==> src/rtl/pim_tile_scheduler_pkg.sv <==
// Shared types for the PIM tile scheduler: pool defaults, FSM states,
// tile coordinate payload and the row-major coordinate stepping helper.
package pim_tile_scheduler_pkg;

    localparam int unsigned NUM_PIM_DEF       = 4;
    localparam int unsigned MAX_TILES_DIM_DEF = 4;
    // Internal coordinate width; covers MAX_TILES_DIM up to 15.
    localparam int unsigned COORD_W           = 4;

    typedef enum logic [1:0] {
        IDLE = 2'd0,
        RUN  = 2'd1,
        DONE = 2'd2
    } sched_state_e;

    typedef struct packed {
        logic [COORD_W-1:0] row;
        logic [COORD_W-1:0] col;
    } tile_coord_t;

    // Advance one tile in row-major order across a dim x dim grid.
    function automatic tile_coord_t coord_step(input tile_coord_t pos,
                                               input logic [COORD_W-1:0] dim);
        tile_coord_t nxt;
        if (pos.col + COORD_W'(1) == dim) begin
            nxt.row = pos.row + COORD_W'(1);
            nxt.col = '0;
        end else begin
            nxt.row = pos.row;
            nxt.col = pos.col + COORD_W'(1);
        end
        return nxt;
    endfunction

endpackage

==> src/rtl/pim_tile_scheduler_prio_enc.sv <==
// Lowest-index-set priority encoder.
// Ports: req (request mask), idx_c (index of lowest set bit), found_c (any bit set).
module pim_prio_enc #(
    parameter  int unsigned N = 4,
    localparam int unsigned W = (N > 1) ? $clog2(N) : 1
) (
    input  logic [N-1:0] req,
    output logic [W-1:0] idx_c,
    output logic         found_c
);

    always_comb begin
        idx_c   = '0;
        found_c = 1'b0;
        for (int i = 0; i < N; i++) begin
            if (req[i] && !found_c) begin
                idx_c   = W'(i);
                found_c = 1'b1;
            end
        end
    end

endmodule

==> src/rtl/pim_tile_scheduler.sv <==
// Tiled matmul scheduler: walks output tiles row-major, dispatches each to the
// lowest free PIM unit, serialises unit completions into one capture strobe
// per cycle for the aggregator and pulses result_ready when all tiles land.
// Ports: clk/rst (async active-low); start/abort/cfg_tiles_dim job control;
// pim_valid/pim_tile_row/pim_tile_col dispatch and pim_done completion per
// unit; agg_wr/agg_unit/agg_tile_row/agg_tile_col capture strobe;
// busy, result_ready, tiles_done status.
module pim_tile_scheduler
    import pim_tile_scheduler_pkg::*;
#(
    parameter  int unsigned NUM_PIM       = NUM_PIM_DEF,
    parameter  int unsigned MAX_TILES_DIM = MAX_TILES_DIM_DEF,
    localparam int unsigned TW = (MAX_TILES_DIM > 1) ? $clog2(MAX_TILES_DIM) : 1,
    localparam int unsigned UW = (NUM_PIM > 1) ? $clog2(NUM_PIM) : 1,
    localparam int unsigned DW = TW + 1,
    localparam int unsigned CW = 2 * TW + 1
) (
    input  logic                  clk,
    input  logic                  rst,
    input  logic                  start,
    input  logic                  abort,
    input  logic [DW-1:0]         cfg_tiles_dim,
    output logic [NUM_PIM-1:0]    pim_valid,
    output logic [NUM_PIM*TW-1:0] pim_tile_row,
    output logic [NUM_PIM*TW-1:0] pim_tile_col,
    input  logic [NUM_PIM-1:0]    pim_done,
    output logic                  agg_wr,
    output logic [UW-1:0]         agg_unit,
    output logic [TW-1:0]         agg_tile_row,
    output logic [TW-1:0]         agg_tile_col,
    output logic                  busy,
    output logic                  result_ready,
    output logic [CW-1:0]         tiles_done
);

    sched_state_e         state;
    logic [DW-1:0]        dim;
    logic [CW-1:0]        total;
    logic [CW-1:0]        next_tile;
    tile_coord_t          next_pos;
    logic [NUM_PIM-1:0]   unit_busy;
    logic [NUM_PIM-1:0]   pend;

    logic [DW-1:0]        cfg_dim;
    logic [CW-1:0]        cfg_total;
    tile_coord_t          first_step;
    tile_coord_t          next_step;
    logic [NUM_PIM-1:0]   pend_all;
    logic [UW-1:0]        fwd_idx;
    logic                 fwd_found;
    logic [UW-1:0]        free_idx;
    logic                 free_found;
    logic                 disp_ok;
    logic [NUM_PIM-1:0]   disp_mask;
    logic [NUM_PIM-1:0]   fwd_mask;
    logic [TW-1:0]        fwd_row;
    logic [TW-1:0]        fwd_col;

    // Clamp the requested grid size into 1..MAX_TILES_DIM.
    always_comb begin
        cfg_dim = cfg_tiles_dim;
        if (cfg_tiles_dim == '0) begin
            cfg_dim = DW'(1);
        end else if (cfg_tiles_dim > DW'(MAX_TILES_DIM)) begin
            cfg_dim = DW'(MAX_TILES_DIM);
        end
        cfg_total  = CW'(cfg_dim) * CW'(cfg_dim);
        first_step = coord_step('0, COORD_W'(cfg_dim));
        next_step  = coord_step(next_pos, COORD_W'(dim));
    end

    // Fresh completions from busy, not-yet-pending units join the pending set
    // in the same cycle so a lone done is forwarded with one cycle of latency.
    assign pend_all = pend | (pim_done & unit_busy & ~pend);

    pim_prio_enc #(.N(NUM_PIM)) u_pend_enc (
        .req     (pend_all),
        .idx_c   (fwd_idx),
        .found_c (fwd_found)
    );

    pim_prio_enc #(.N(NUM_PIM)) u_free_enc (
        .req     (~unit_busy),
        .idx_c   (free_idx),
        .found_c (free_found)
    );

    // Dispatch and forward masks; disjoint because one uses free units, one busy.
    always_comb begin
        disp_ok   = (next_tile < total) && free_found;
        disp_mask = disp_ok ? (NUM_PIM'(1) << free_idx) : '0;
        fwd_mask  = fwd_found ? (NUM_PIM'(1) << fwd_idx) : '0;
        fwd_row   = '0;
        fwd_col   = '0;
        for (int i = 0; i < NUM_PIM; i++) begin
            if (UW'(i) == fwd_idx) begin
                fwd_row = pim_tile_row[i*TW +: TW];
                fwd_col = pim_tile_col[i*TW +: TW];
            end
        end
    end

    // Scheduler FSM with all outputs registered.
    always_ff @(posedge clk or negedge rst) begin
        if (!rst) begin
            state        <= IDLE;
            dim          <= '0;
            total        <= '0;
            next_tile    <= '0;
            next_pos     <= '0;
            unit_busy    <= '0;
            pend         <= '0;
            pim_valid    <= '0;
            pim_tile_row <= '0;
            pim_tile_col <= '0;
            agg_wr       <= 1'b0;
            agg_unit     <= '0;
            agg_tile_row <= '0;
            agg_tile_col <= '0;
            busy         <= 1'b0;
            result_ready <= 1'b0;
            tiles_done   <= '0;
        end else begin
            pim_valid    <= '0;
            agg_wr       <= 1'b0;
            result_ready <= 1'b0;
            if (abort) begin
                state        <= IDLE;
                busy         <= 1'b0;
                unit_busy    <= '0;
                pend         <= '0;
                next_tile    <= '0;
                next_pos     <= '0;
                tiles_done   <= '0;
                pim_tile_row <= '0;
                pim_tile_col <= '0;
            end else begin
                case (state)
                    IDLE: begin
                        // Accept the job and dispatch tile (0,0) to unit 0 at once.
                        if (start) begin
                            state                 <= RUN;
                            busy                  <= 1'b1;
                            dim                   <= cfg_dim;
                            total                 <= cfg_total;
                            next_tile             <= CW'(1);
                            next_pos              <= first_step;
                            unit_busy             <= NUM_PIM'(1);
                            pend                  <= '0;
                            tiles_done            <= '0;
                            pim_valid             <= NUM_PIM'(1);
                            pim_tile_row[TW-1:0]  <= '0;
                            pim_tile_col[TW-1:0]  <= '0;
                        end
                    end
                    RUN: begin
                        if (tiles_done == total) begin
                            state        <= DONE;
                            busy         <= 1'b0;
                            result_ready <= 1'b1;
                        end else begin
                            unit_busy <= (unit_busy | disp_mask) & ~fwd_mask;
                            pend      <= pend_all & ~fwd_mask;
                            pim_valid <= disp_mask;
                            for (int i = 0; i < NUM_PIM; i++) begin
                                if (disp_mask[i]) begin
                                    pim_tile_row[i*TW +: TW] <= TW'(next_pos.row);
                                    pim_tile_col[i*TW +: TW] <= TW'(next_pos.col);
                                end
                            end
                            if (disp_ok) begin
                                next_tile <= next_tile + CW'(1);
                                next_pos  <= next_step;
                            end
                            if (fwd_found) begin
                                agg_wr       <= 1'b1;
                                agg_unit     <= fwd_idx;
                                agg_tile_row <= fwd_row;
                                agg_tile_col <= fwd_col;
                                tiles_done   <= tiles_done + CW'(1);
                            end
                        end
                    end
                    DONE: begin
                        state <= IDLE;
                    end
                    default: begin
                        state <= IDLE;
                    end
                endcase
            end
        end
    end

endmodule

==> config.mk <==
export PLATFORM = sky130hd
export DESIGN_NAME = pim_tile_scheduler
export DESIGN_NICKNAME = d
export VERILOG_FILES = /design/src/rtl/pim_tile_scheduler_pkg.sv /design/src/rtl/pim_tile_scheduler_prio_enc.sv /design/src/rtl/pim_tile_scheduler.sv
export SDC_FILE = /design/constraint.sdc
export NUM_CORES = 1
export LEC_CHECK = 0
export CORE_MARGIN = 1.5
export CORE_UTILIZATION = 39
export DETAILED_ROUTE_END_ITERATION = 6
export DONT_BUFFER_PORTS = 1
export HOLD_SLACK_MARGIN = 0.15
export SYNTH_ARGS = -nofsm -noshare
export SYNTH_HDL_FRONTEND = slang
export SYNTH_SLANG_ARGS = --single-unit
==> constraint.sdc <==
create_clock -name clk -period 4.5 [get_ports clk]
set_input_delay 0 -clock clk [delete_from_list [all_inputs] [get_ports clk]]
set_output_delay 0 -clock clk [all_outputs]
set_load 0.02 [all_outputs]
==> results.sh, run 1 <==
export IMPL_area_growth_pct=13.2
export IMPL_num_rows=33
export IMPL_hpwl_mm=5.62
export IMPL_p_int_uw=1030
export IMPL_cts_made_buffers=9
export IMPL_period_needed_ps=2820
export IMPL_pwr_share_clk_pct=34.0
export IMPL_n_fill_cell=766
export IMPL_rsz0062_at_grt="false"
export IMPL_switching_power_uw=500
export IMPL_p_sw_share_pct=32.6
export IMPL_synthDominantCellAreaShare_pct=47.2
export IMPL_hp_class="in2async"
export IMPL_fin_nets=341
export IMPL_avgSynthCellArea_um2=10.3
export IMPL_worst_ir_drop_vdd_uv=176
export IMPL_grt_pass1_vias=2464
export IMPL_synth_area_leader_cell="dfrtp_1"
export IMPL_worst_path_buf_inv=0
export IMPL_cts_tree="done"
export IMPL_syn_nets=332
export IMPL_synth_cells=314
export IMPL_avgViaCountPerCell=5.80
export IMPL_cts_hold_buffers_added=15
export IMPL_final_cell_mix="61 x dfrtp_1, 29 x nor2_1, 23 x a21oi_1"
export IMPL_period_share_pct=62.6
export IMPL_critPathRequiredTime_ps=4730
export IMPL_cpPeakStageDelay_ps=640
export IMPL_grt_max_degree=62
export IMPL_hold_viol_final=0
export IMPL_cp_top_family="simple AND/OR/NAND/NOR gates"
export IMPL_syn_area_um2=3230
export IMPL_met1_length_mm=3.63
export IMPL_dr_wl_met2_mm=3.85
export IMPL_cellLeakagePower_uw=0.00161
export IMPL_crit_slowest_cell="nor2b_1"
export IMPL_cts_resized=0
export IMPL_crit_type="reg2reg"
export IMPL_hold_ws_ps=178
export IMPL_clk_pin_slew_ps=70
export IMPL_grt_pass1_wl_mm=13.3
export IMPL_fin_tns_setup_ps=0
export IMPL_reg2reg_from="state[1]"
export IMPL_pin_count=45
export IMPL_htree_levels=3
export IMPL_skew_ps=9.92
export IMPL_startpoint_type="flip-flop"
export IMPL_async_reset_ff_share_pct=100
export IMPL_routed_wl_mm=8.14
export IMPL_drive_above_1_share_pct=10.4
export IMPL_place_congestion=0.851
export IMPL_pwr_density_cell_nw_per_um2=419
export IMPL_crit_path_cell_trace="nand2b_1 -> or2_2 -> a21o_1 -> nor2b_1 -> mux2_2"
export IMPL_post_cts_buffers=0
export IMPL_overflow=0
export IMPL_pwr_share_comb_pct=20.9
export IMPL_timing_slew_headroom_pct=36.1
export IMPL_clkSinkCount=61
export IMPL_ys_seq_area_share_pct=47.2
export IMPL_synthTopCellsByArea="dfrtp_1 47%, mux2i_1 5.6%, a21oi_1 3.6%, nor2_1 3.4%, mux2_2 2.8%"
export IMPL_finalSetupViolCount=0
export IMPL_slew_viol_final=0
export IMPL_start_util_pct=39.7
export IMPL_drcViolationCount=0
export IMPL_groute_usage_overall_pct=19.8
export IMPL_clock_latency_ps=340
export IMPL_dr_pass1_iters=4
export IMPL_cp_max_fo=14
export IMPL_final_common_cell="dfrtp_1"
export IMPL_diodes=0
export IMPL_routed_via_count=2513
export IMPL_die_w_um=94.0
export IMPL_topRoutingLayerUsed="met4"
export IMPL_synth_warnings=0
export IMPL_die_h_um=94.0
export IMPL_dr_wl_met3_um=536
export IMPL_crit_start="state[1]"
export IMPL_drtAntennaViolNets=0
export IMPL_status="complete, no violations"
export IMPL_ys_flop_type="dfrtp_1"
export IMPL_drt_iter0_markers=219
export IMPL_timing_fmax_mhz=355
export IMPL_cts_root_buf="clkbuf_8"
export IMPL_antenna_found_initial=0
export IMPL_cp_arrival_ps=3050
export IMPL_port_buffer_count=0
export IMPL_power_frac_seq_pct=45.1
export IMPL_core_um2=8130
export IMPL_worst_pin_slew_ps=959
export IMPL_dieArea_um2=8840
export IMPL_cp_end_kind="flip-flop"
export IMPL_clk_path_buf_depth=2
export IMPL_detail_route_wl_per_cell_um=18.8
export IMPL_ys_types=57
export IMPL_ys_ff_latch=61
export IMPL_synth_edff_count=0
export IMPL_drv_cap=0
[power groups by stage]
stage / Sequential (µW) / Clock [µW] / Combinational (µW)
global route: 700 / 558 / 356
floorplan: 667 / 0 / 258
CTS: 691 / 536 / 319
global placement: 700 / 0 / 282
detailed placement: 702 / 0 / 286
finish: 691 / 521 / 320
[cell usage after synthesis (5+ instances only)]
cell type / instances
nand2_1: 17
nand4_1: 5
buf_2: 8
a21oi_1: 23
o31ai_1: 8
ha_1: 7
nor3_1: 8
o21ai_0: 15
a21o_1: 8
inv_1: 6
dfrtp_1: 61
xor2_1: 7
nor2_1: 29
mux2i_1: 18
clkbuf_1: 7
mux2_2: 8
[state kept, by name, indices dropped and copies added (netlist names), 3 cells and up]
| register | count |
|---|---|
| pend | 4 |
| pim_tile_row | 8 |
| dim | 3 |
| next_pos | 6 |
| tiles_done | 5 |
| total | 3 |
| next_tile | 5 |
| pim_valid | 4 |
| pim_tile_col | 8 |
| unit_busy | 4 |
[per-stage QoR]
| step | setup WS (ps) | util [%] | cell area, µm² | std cells | power (µW) |
|---|---|---|---|---|---|
| finish | 1680 | 45.0 | 3660 | 433 | 1530 |
| global route | 1490 | 45.0 | 3660 | 433 | 1610 |
| CTS | 1690 | 45.0 | 3660 | 433 | 1550 |
| detailed placement | 1700 | 40.4 | 3290 | 402 | 988 |
| global placement | 1790 | 40.4 | 3290 | 402 | 981 |
| floorplan | 2440 | - | 3230 | 314 | 925 |
[routing by layer]
metal	global-route usage, %	vias to the layer above
met5	0	-
met4	6.34	0
li1	-	1189
met2	30.3	74
met3	6.47	12
met1	26.4	1238
[final timing paths]
path | endpoint | slack [ps] | depth (start not counted)
worst max register to register | agg_tile_row[0] | 1680 | 5
worst min register to register | pend[0] | 510 | 1
min in group clk | unit_busy[3] | 180 | 4
worst min-delay path | next_tile[3] | 180 | 2
max in group asynchronous | next_pos[4] | 4020 | 2
worst max-delay path | agg_tile_row[0] | 1680 | 5
[cells by family after synthesis]
| family | Yosys count | share of synthesized area (%) |
|---|---|---|
| muxes | 26 | 8.36 |
| other | 1 | 0.116 |
| adders and majority gates | 7 | 2.71 |
| DFF | 61 | 47.2 |
| xor gates and xnor gates | 8 | 2.17 |
| and+or+nand+nor | 93 | 15.4 |
| buffers and inverters | 23 | 3.10 |
| AOI/OAI and AO/OA | 95 | 20.9 |
[final cells by class]
class	instances	area, µm²	area share [%]
inverters	6	22.5	0.615
repair buffers	15	168	4.58
clock buffers	11	131	3.59
clock inverters	5	75.1	2.05
flip-flops and latches	61	1530	41.7
well taps	105	131	3.59
multi-input cells	230	1610	43.9
Power figures use the tool's default switching activity.
==> inputs of run 2 (changes only) <==
==> constraint.sdc (replaced) <==
create_clock -name clk -period 2.7 [get_ports clk]
set_input_delay 0 -clock clk [delete_from_list [all_inputs] [get_ports clk]]
set_output_delay 0 -clock clk [all_outputs]
set_load 0.02 [all_outputs]
==> results.sh, run 2 (synthesis results as in run 1) <==
export IMPL_hold_ws_ps=190
export IMPL_gr_usage_met3_pct=6.80
export IMPL_routed_wl_mm=7.92
export IMPL_drt_iter0_markers=162
export IMPL_busiest_layer="met2"
export IMPL_period_share_pct=94.0
export IMPL_diodes=0
export IMPL_pwr_density_cell_nw_per_um2=662
export IMPL_final_common_cell="dfrtp_1"
export IMPL_grt_max_degree=62
export IMPL_met1_usage_pct=25.8
export IMPL_rsz0062_at_grt="false"
export IMPL_grt_pass1_wl_mm=13.0
export IMPL_skew_ps=8.50
export IMPL_crit_slowest_cell="dlygate4sd3_1"
export IMPL_antenna_found_initial=0
export IMPL_drtAntennaViolNets=0
export IMPL_fin_tns_setup_ps=0
export IMPL_core_um2=8130
export IMPL_crit_type="reg2reg"
export IMPL_hp_class="in2reg"
export IMPL_status="complete, no violations"
export IMPL_overflow=0
export IMPL_hpwl_mm=5.56
export IMPL_startpoint_type="flip-flop"
export IMPL_final_cell_mix="61 x dfrtp_1, 29 x nor2_1, 23 x a21oi_1"
export IMPL_dieArea_um2=8840
export IMPL_slew_viol_final=0
export IMPL_detail_route_wl_per_cell_um=18.0
export IMPL_cts_tree="done"
export IMPL_cts_made_buffers=9
export IMPL_clock_latency_ps=350
export IMPL_hold_viol_final=0
export IMPL_crit_path_cell_trace="xor2_1 -> nor3_4 -> a21oi_1 -> buf_4 -> a31oi_1 -> nor2_1 -> dlygate4sd3_1"
export IMPL_cp_max_fo=8
export IMPL_routed_via_count=2545
export IMPL_clk_pin_slew_ps=80
export IMPL_pin_count=45
export IMPL_cp_end_kind="flip-flop"
export IMPL_grt_pass1_vias=2482
export IMPL_regArea_um2=1530
export IMPL_n_fill_cell=773
export IMPL_drv_cap=0
export IMPL_cp_arrival_ps=2770
export IMPL_critPathRequiredTime_ps=2940
export IMPL_timing_fmax_mhz=394
export IMPL_cts_root_buf="clkbuf_8"
export IMPL_timing_slew_headroom_pct=49.1
export IMPL_cpPeakStageDelay_ps=550
export IMPL_fin_nets=347
export IMPL_multi_input_area_um2=1610
export IMPL_groute_usage_overall_pct=19.6
export IMPL_dr_pass1_iters=6
export IMPL_post_route_util_pct=45.1
export IMPL_period_needed_ps=2540
export IMPL_area_growth_pct=13.6
export IMPL_worst_ir_drop_vdd_uv=238
export IMPL_num_rows=33
export IMPL_worst_pin_slew_ps=760
export IMPL_avgViaCountPerCell=5.80
export IMPL_drive_above_1_share_pct=12.9
export IMPL_regToRegSetupSlack_ps=160
export IMPL_clk_path_buf_depth=2
export IMPL_post_cts_buffers=0
export IMPL_place_congestion=0.779
export IMPL_die_w_um=94.0
export IMPL_clkSinkCount=61
export IMPL_drcViolationCount=0
export IMPL_port_buffer_count=0
export IMPL_cellLeakagePower_uw=0.00162
export IMPL_finalSetupViolCount=0
export IMPL_htree_levels=3
export IMPL_die_h_um=94.0
export IMPL_reg_top3="pim_tile_col (8), pim_tile_row (8), next_pos (6)"
export IMPL_met2_usage_pct=29.1
export IMPL_start_util_pct=39.7
run 2: cell types whose count changed in the layout (fill, tap and decap cells not counted), sizes merged:
cell | previous run | this run
buf | 1 | 8
bufinv | 2 | 0
clkbuf | 11 | 9
clkinv | 3 | 6
clkinvlp | 0 | 1
dlygate4sd3 | 14 | 13
run 2: final cells by class:
class,count,share of cell area (%)
Multi-Input combinational cell,230,43.7
Sequential cell,61,41.6
Timing Repair Buffer,21,5.72
Tap cell,105,3.58
Clock buffer,9,3.37
Clock inverter,7,1.43
Inverter,6,0.613
run 2: power by group:
part | total, µW | internal [µW] | switching (µW)
Clock | 740 | 335 | 405
Combinational | 549 | 222 | 327
Sequential | 1140 | 994 | 150
Total | 2430 | 1550 | 882
run 2: worst max-delay path, delay by kind of cell (launching register included):
kind	cells	cell delay, ps
AO/OA/AOI/OAI	2	450
XOR/XNOR	1	210
buffers and inverters	2	780
flip-flops	1	480
AND/OR/NAND/NOR	2	520
run 2: final timing paths:
kind                       cells after the start               to          start
setup / recovery                               7          pend[1]  tiles_done[4]
min in group asynchronous                      2     pim_valid[2]            rst
max in group asynchronous                      2  pim_tile_row[2]            rst
setup reg to reg                               7          pend[1]  tiles_done[4]
hold / removal                                 4    tiles_done[4]          abort
hold reg to reg                                2           dim[1]         dim[1]
run 2: what timing repair did:
item,4_1_cts,5_1_grt
endpoints found under the hold margin,103,0
gates resized for setup,0,0
setup endpoints to repair,0,1
hold buffers,14,0
run 2: per-stage QoR:
step           instance area [µm²]  setup WS, ps  total power, µW  std cells
2_1_floorplan                 3230           642             1540        314
3_3_place_gp                  3340           379             1650        409
3_5_place_dp                  3340           371             1660        409
4_1_cts                       3670           138             2450        439
5_1_grt                       3670          7.39             2570        439
6_report                      3670           163             2430        439
run 2: routing by layer:
| layer | part of all wire, % | wire [µm] |
|---|---|---|
| met2 | 47 | 3700 |
| met5 | 0 | 0 |
| met1 | 45 | 3560 |
| met3 | 6.4 | 505 |
| met4 | 2.0 | 162 |
